`src/rtl/bcd_display_scan.sv`:
```
// bcd_display_scan: drives a 4-digit multiplexed common-anode 7-segment display
// from four BCD/hex digits. A refresh prescaler advances a rotating digit index.
// The inputs are snapshotted at the start of each frame, so a digit change in the
// middle of a scan never tears a frame. All pin outputs are registered.
// Optional build macro: LEADING_ZERO_BLANK_EN turns off leading zeros on
// digits 3..1. Digit0 is never blanked.
module bcd_display_scan #(
  parameter int DIV = 25000
) (
  input  logic        CLK,
  input  logic        RST,
  input  logic        EN,
  input  logic [15:0] DIGITS,
  input  logic [3:0]  DP_MASK,
  output logic [3:0]  AN,
  output logic [6:0]  SEG,
  output logic        DP,
  output logic        FRAME
);

  localparam int PW = (DIV > 1) ? $clog2(DIV) : 1;
  localparam logic [PW-1:0] LAST_COUNT = PW'(DIV - 1);

  logic [PW-1:0] prescaler;
  logic [1:0]    idx;
  logic [15:0]   snapshot;
  logic [3:0]    dp_snap;

  logic          tick;
  logic [1:0]    next_idx;
  logic          new_frame;
  logic [15:0]   sel_digits;
  logic [3:0]    sel_dp;
  logic [3:0]    sel_nibble;
  logic          sel_blank;
  logic [3:0]    next_an;
  logic [6:0]    next_seg;
  logic          next_dp;

  // Active-low glyph table, bit order {g,f,e,d,c,b,a}; A-F show as hex for error codes
  function automatic logic [6:0] glyph(input logic [3:0] value);
    logic [6:0] g;
    case (value)
      4'h0:    g = 7'h40;
      4'h1:    g = 7'h79;
      4'h2:    g = 7'h24;
      4'h3:    g = 7'h30;
      4'h4:    g = 7'h19;
      4'h5:    g = 7'h12;
      4'h6:    g = 7'h02;
      4'h7:    g = 7'h78;
      4'h8:    g = 7'h00;
      4'h9:    g = 7'h10;
      4'hA:    g = 7'h08;
      4'hB:    g = 7'h03;
      4'hC:    g = 7'h46;
      4'hD:    g = 7'h21;
      4'hE:    g = 7'h06;
      default: g = 7'h0E;
    endcase
    return g;
  endfunction

  // A digit is a leading zero when it and every more-significant digit are zero
  function automatic logic leading_zero(input logic [1:0] pos, input logic [15:0] d);
    logic z;
`ifdef LEADING_ZERO_BLANK_EN
    case (pos)
      2'd3:    z = (d[15:12] == 4'h0);
      2'd2:    z = (d[15:8] == 8'h00);
      2'd1:    z = (d[15:4] == 12'h000);
      default: z = 1'b0;
    endcase
`else
    z = 1'b0;
`endif
    return z;
  endfunction

  // Slot timing and the next digit to show. The frame's first slot uses the live inputs,
  // because the snapshot is loaded on that same edge.
  always_comb begin
    tick       = EN && (prescaler == LAST_COUNT);
    next_idx   = (idx == 2'd3) ? 2'd0 : idx + 2'd1;
    new_frame  = (next_idx == 2'd0);
    sel_digits = new_frame ? DIGITS : snapshot;
    sel_dp     = new_frame ? DP_MASK : dp_snap;
    sel_nibble = sel_digits[{next_idx, 2'b00} +: 4];
    sel_blank  = leading_zero(next_idx, sel_digits);
    next_an    = ~(4'b0001 << next_idx);
    next_seg   = sel_blank ? 7'h7F : glyph(sel_nibble);
    next_dp    = ~sel_dp[next_idx];
  end

  // Refresh prescaler: free-runs 0..DIV-1 while enabled, parked at 0 otherwise
  always_ff @(posedge CLK or posedge RST) begin
    if (RST) begin
      prescaler <= '0;
    end else if (!EN || tick) begin
      prescaler <= '0;
    end else begin
      prescaler <= prescaler + 1'b1;
    end
  end

  // Digit index and frame snapshot. Index 3 is the park position, so the first tick lands on digit0.
  always_ff @(posedge CLK or posedge RST) begin
    if (RST) begin
      idx      <= 2'd3;
      snapshot <= '0;
      dp_snap  <= '0;
    end else if (!EN) begin
      idx <= 2'd3;
    end else if (tick) begin
      idx <= next_idx;
      if (new_frame) begin
        snapshot <= DIGITS;
        dp_snap  <= DP_MASK;
      end
    end
  end

  // Registered pin drivers: anode, cathodes and frame marker all switch on the tick edge
  always_ff @(posedge CLK or posedge RST) begin
    if (RST) begin
      AN    <= 4'b1111;
      SEG   <= 7'h7F;
      DP    <= 1'b1;
      FRAME <= 1'b0;
    end else if (!EN) begin
      AN    <= 4'b1111;
      SEG   <= 7'h7F;
      DP    <= 1'b1;
      FRAME <= 1'b0;
    end else if (tick) begin
      AN    <= next_an;
      SEG   <= next_seg;
      DP    <= next_dp;
      FRAME <= new_frame;
    end else begin
      FRAME <= 1'b0;
    end
  end

endmodule

```
`config.mk`:
```
export PLATFORM = sky130hd
export DESIGN_NAME = bcd_display_scan
export DESIGN_NICKNAME = d
export VERILOG_FILES = /design/src/rtl/bcd_display_scan.sv
export SDC_FILE = /design/constraint.sdc
export NUM_CORES = 1
export LEC_CHECK = 0
export BUFFER_PORTS_ARGS = -buffer_cell sky130_fd_sc_hd__buf_2
export CAP_MARGIN = 5
export CELL_PAD_IN_SITES_DETAIL_PLACEMENT = 1
export CELL_PAD_IN_SITES_GLOBAL_PLACEMENT = 1
export CORE_ASPECT_RATIO = 0.5
export CORE_MARGIN = 2
export CORE_UTILIZATION = 49
export CTS_CLUSTER_SIZE = 24
export DETAILED_ROUTE_END_ITERATION = 12
export GPL_ROUTABILITY_DRIVEN = 0
export PLACE_DENSITY = 0.88
export SYNTH_ARGS = -nofsm -noshare
export SYNTH_HDL_FRONTEND = slang
export SYNTH_SLANG_ARGS = --single-unit
export TNS_END_PERCENT = 50
```
`constraint.sdc`:
```
create_clock -name CLK -period 4.6 [get_ports CLK]
set_clock_uncertainty 0.05 [all_clocks]
set_input_delay 0.23 -clock CLK [delete_from_list [all_inputs] [get_ports CLK]]
set_output_delay 0.23 -clock CLK [all_outputs]
set_load 0.01 [all_outputs]
```
==> flow_summary.json <==
{
  "cp.required_ps": 4770,
  "worstSetupPathType": "flip-flop to flip-flop",
  "synthArstFlopShare_pct": 100,
  "cts_resized": 0,
  "initial_core_util_pct": 50.0,
  "min_path_type": "input port to flip-flop",
  "cts_buffers": 5,
  "synth.area.top_cells": "dfrtp_1 (33%), dfstp_2 (14%), mux2_4 (10%), mux2_2 (5.4%), ha_1 (5.1%)",
  "die_h_um": 56.6,
  "hold_buffers": 0,
  "area_delta_synth_final_pct": 10.5,
  "numClockSinks": 50,
  "final_nets": 298,
  "instances_no_fill": 338,
  "yosysWarnings": 0,
  "area.sequential_mm2": 0.00127,
  "vdd_drop_max_mv": 0.194,
  "critPathSlowestCell": "dfstp_2",
  "clock-root-buffer": "clkbuf_8",
  "start_kind": "flip-flop",
  "max_freq_ghz": 0.316,
  "setup_tns_ps": 0,
  "maxCapViolations": 0,
  "io_buffers": 35,
  "yosys-top-cells-count": "dfrtp_1 (36), nor2_1 (35), mux2_4 (18)",
  "syn_nets": 265,
  "cts_tree": "built",
  "dieArea_mm2": 0.00618,
  "grt_pass1_vias": 1997,
  "fillCellCount": 591,
  "grt_first_pass_wirelength_mm": 9.95,
  "dieWidth_um": 109,
  "drive_gt1_share_pct": 35.5,
  "clockBufferDepth": 2,
  "finalWirelength_mm": 5.85,
  "outcome": "completed",
  "ios": 36,
  "power_density_mw_per_mm2": 252,
  "clk_pin_slew_ps": 100,
  "synth_cell_types": 44,
  "wl_per_cell_um": 17.3,
  "grt.total_usage_pct": 21.3,
  "ys.flop_type": "dfrtp_1",
  "hold_depth": 2,
  "grt_max_degree": 51,
  "rsz0062_at_grt": "false",
  "synth_most_common_cell": "dfrtp_1",
  "p_leak_nw": 1.43,
  "dp_cells": 330,
  "fin_area_mm2": 0.00300,
  "multi_input_area_mm2": 0.00134,
  "vias": 1848,
  "synth_cells": 231,
  "grt_antenna_before_repair": 0,
  "slowest_delay_ps": 730,
  "worstPathMaxFanout": 15,
  "drt_iter0_drc": 72,
  "diodes": 0,
  "synth-edff-count": 0,
  "avgSynthCellArea_um2": 11.7,
  "vias_per_cell": 5.47,
  "ys_seq_elements": 50,
  "rows": 19,
  "drc": 0,
  "finalHoldViolCount": 0,
  "setup_viol": 0,
  "worst_slew_pin_slew_ps": 1170,
  "cts_setup_buffers": 0,
  "finalPower_mw": 0.756,
  "cts_max_level": 2,
  "core_area_mm2": 0.00542,
  "cp-end-kind": "flip-flop",
  "final_antenna_net_count": 0,
  "reg2regPathDepth": 9,
  "ys_seq_area_share_pct": 46.8,
  "placed_area_mm2": 0.00292,
  "holdWs_ps": 88.5,
  "syn_area_mm2": 0.00271,
  "yosys.area.top_type": "dfrtp_1",
  "grt_overflow": 0,
  "insertion_delay_ps": 310,
  "fin_crit_sh_pct": 68.8,
  "cp_cell_sequence": "inv_1 > ha_1 > clkinv_1 > mux4_1 > inv_1 > ha_1 > nor2_1 > a21oi_1 > a311oi_1",
  "synth_top_area_share_pct": 33.2,
  "period_minus_slack_ps": 3170,
  "post-dp-hpwl_mm": 4.18,
  "finalMaxSlewViolations": 0,
  "arrival_ps": 3330,
  "slew_headroom_pct": 22.0,
  "firstDrtPassIters": 4
}
## power breakdown
part	switching, mW	internal, mW	total (mW)
clock network	0.148	0.109	0.257
logic	0.0339	0.0206	0.0545
registers	0.00226	0.442	0.444
total	0.185	0.571	0.756
## state kept, by name (all words and copies together) (netlist names)
register   flops
DP             1
dp_snap        4
AN             4
FRAME          1
SEG            7
snapshot      16
idx            2
prescaler     15
## layout by cell type (no fill, tap or decap), drive strengths merged, types with 2 or more instances in the layout
| cell type | synthesis | layout |
|---|---|---|
| dfrtp | 36 | 36 |
| nor2 | 35 | 35 |
| buf | 7 | 35 |
| mux2 | 31 | 31 |
| dfstp | 14 | 14 |
| a21oi | 12 | 12 |
| ha | 11 | 11 |
| inv | 9 | 9 |
| nand3 | 8 | 8 |
| clkbuf | 2 | 8 |
| xor2 | 7 | 7 |
| xnor2 | 7 | 7 |
| nand2 | 7 | 7 |
| mux4 | 4 | 4 |
| and2 | 3 | 3 |
| nand2b | 3 | 3 |
| o22a | 3 | 3 |
| mux2i | 3 | 3 |
| and3 | 3 | 3 |
| nor3 | 3 | 3 |
| nand4 | 3 | 3 |
| clkinv | 2 | 2 |
| a211oi | 2 | 2 |
| o21ai | 2 | 2 |
## cell families after synthesis
kind of cell / Yosys count / synth area share, %
compound gates: 26 / 6.27
xor+xnor: 14 / 4.52
fa+ha+maj: 11 / 5.07
buf+inv: 20 / 3.83
flops: 50 / 46.8
mux: 38 / 19.9
simple gates: 72 / 13.6
## stage by stage
step	utilization, %	setup slack [ps]
3_3_place_gp	53.8	1660
4_1_cts	55.3	1430
3_5_place_dp	53.8	1490
5_1_grt	55.3	1190
2_1_floorplan	-	1800
6_report	55.3	1430
## worst max-delay path: cells and delay by family (launching register included)
| family | cells | cell delay, ps |
|---|---|---|
| adder cells (fa/ha/maj) | 2 | 660 |
| multiplexers | 1 | 600 |
| AND/OR/NAND/NOR | 1 | 110 |
| buffers and inverters | 3 | 580 |
| flip-flops | 1 | 730 |
| AO/OA/AOI/OAI | 2 | 330 |
## layer usage
layer | global-route usage (%) | part of all wire, % | routed length (um) | vias up
met1 | 28.3 | 46 | 2660 | 946
li1 | - | - | - | 866
met4 | 4.88 | 0.97 | 57 | 0
met5 | 0 | 0 | 0 | -
met3 | 4.88 | 2.5 | 145 | 10
met2 | 35.7 | 51 | 2980 | 26
## area by class of cell
| class | instances | area share (%) |
|---|---|---|
| Tap cell | 73 | 3.05 |
| Multi-Input combinational cell | 161 | 44.7 |
| Inverter | 11 | 1.38 |
| Clock buffer | 8 | 2.67 |
| Timing Repair Buffer | 35 | 5.85 |
| Sequential cell | 50 | 42.3 |
## path summary, 6_finish.rpt
check                                             from                      end  slack, ps
max in group asynchronous                          RST  snapshot[7]$_DFFE_PP0P_       3750
worst min register to register  prescaler[0]$_DFF_PP0_   prescaler[0]$_DFF_PP0_        460
min in group asynchronous                          RST          FRAME$_DFF_PP0_        100
worst max register to register      idx[0]$_DFFE_PP1N_       SEG[3]$_DFFE_PP1N_       1430
worst min-delay path                         DIGITS[6]  snapshot[6]$_DFFE_PP0P_         90
worst max-delay path                idx[0]$_DFFE_PP1N_       SEG[3]$_DFFE_PP1N_       1430
(Power assumes the default switching activity.)
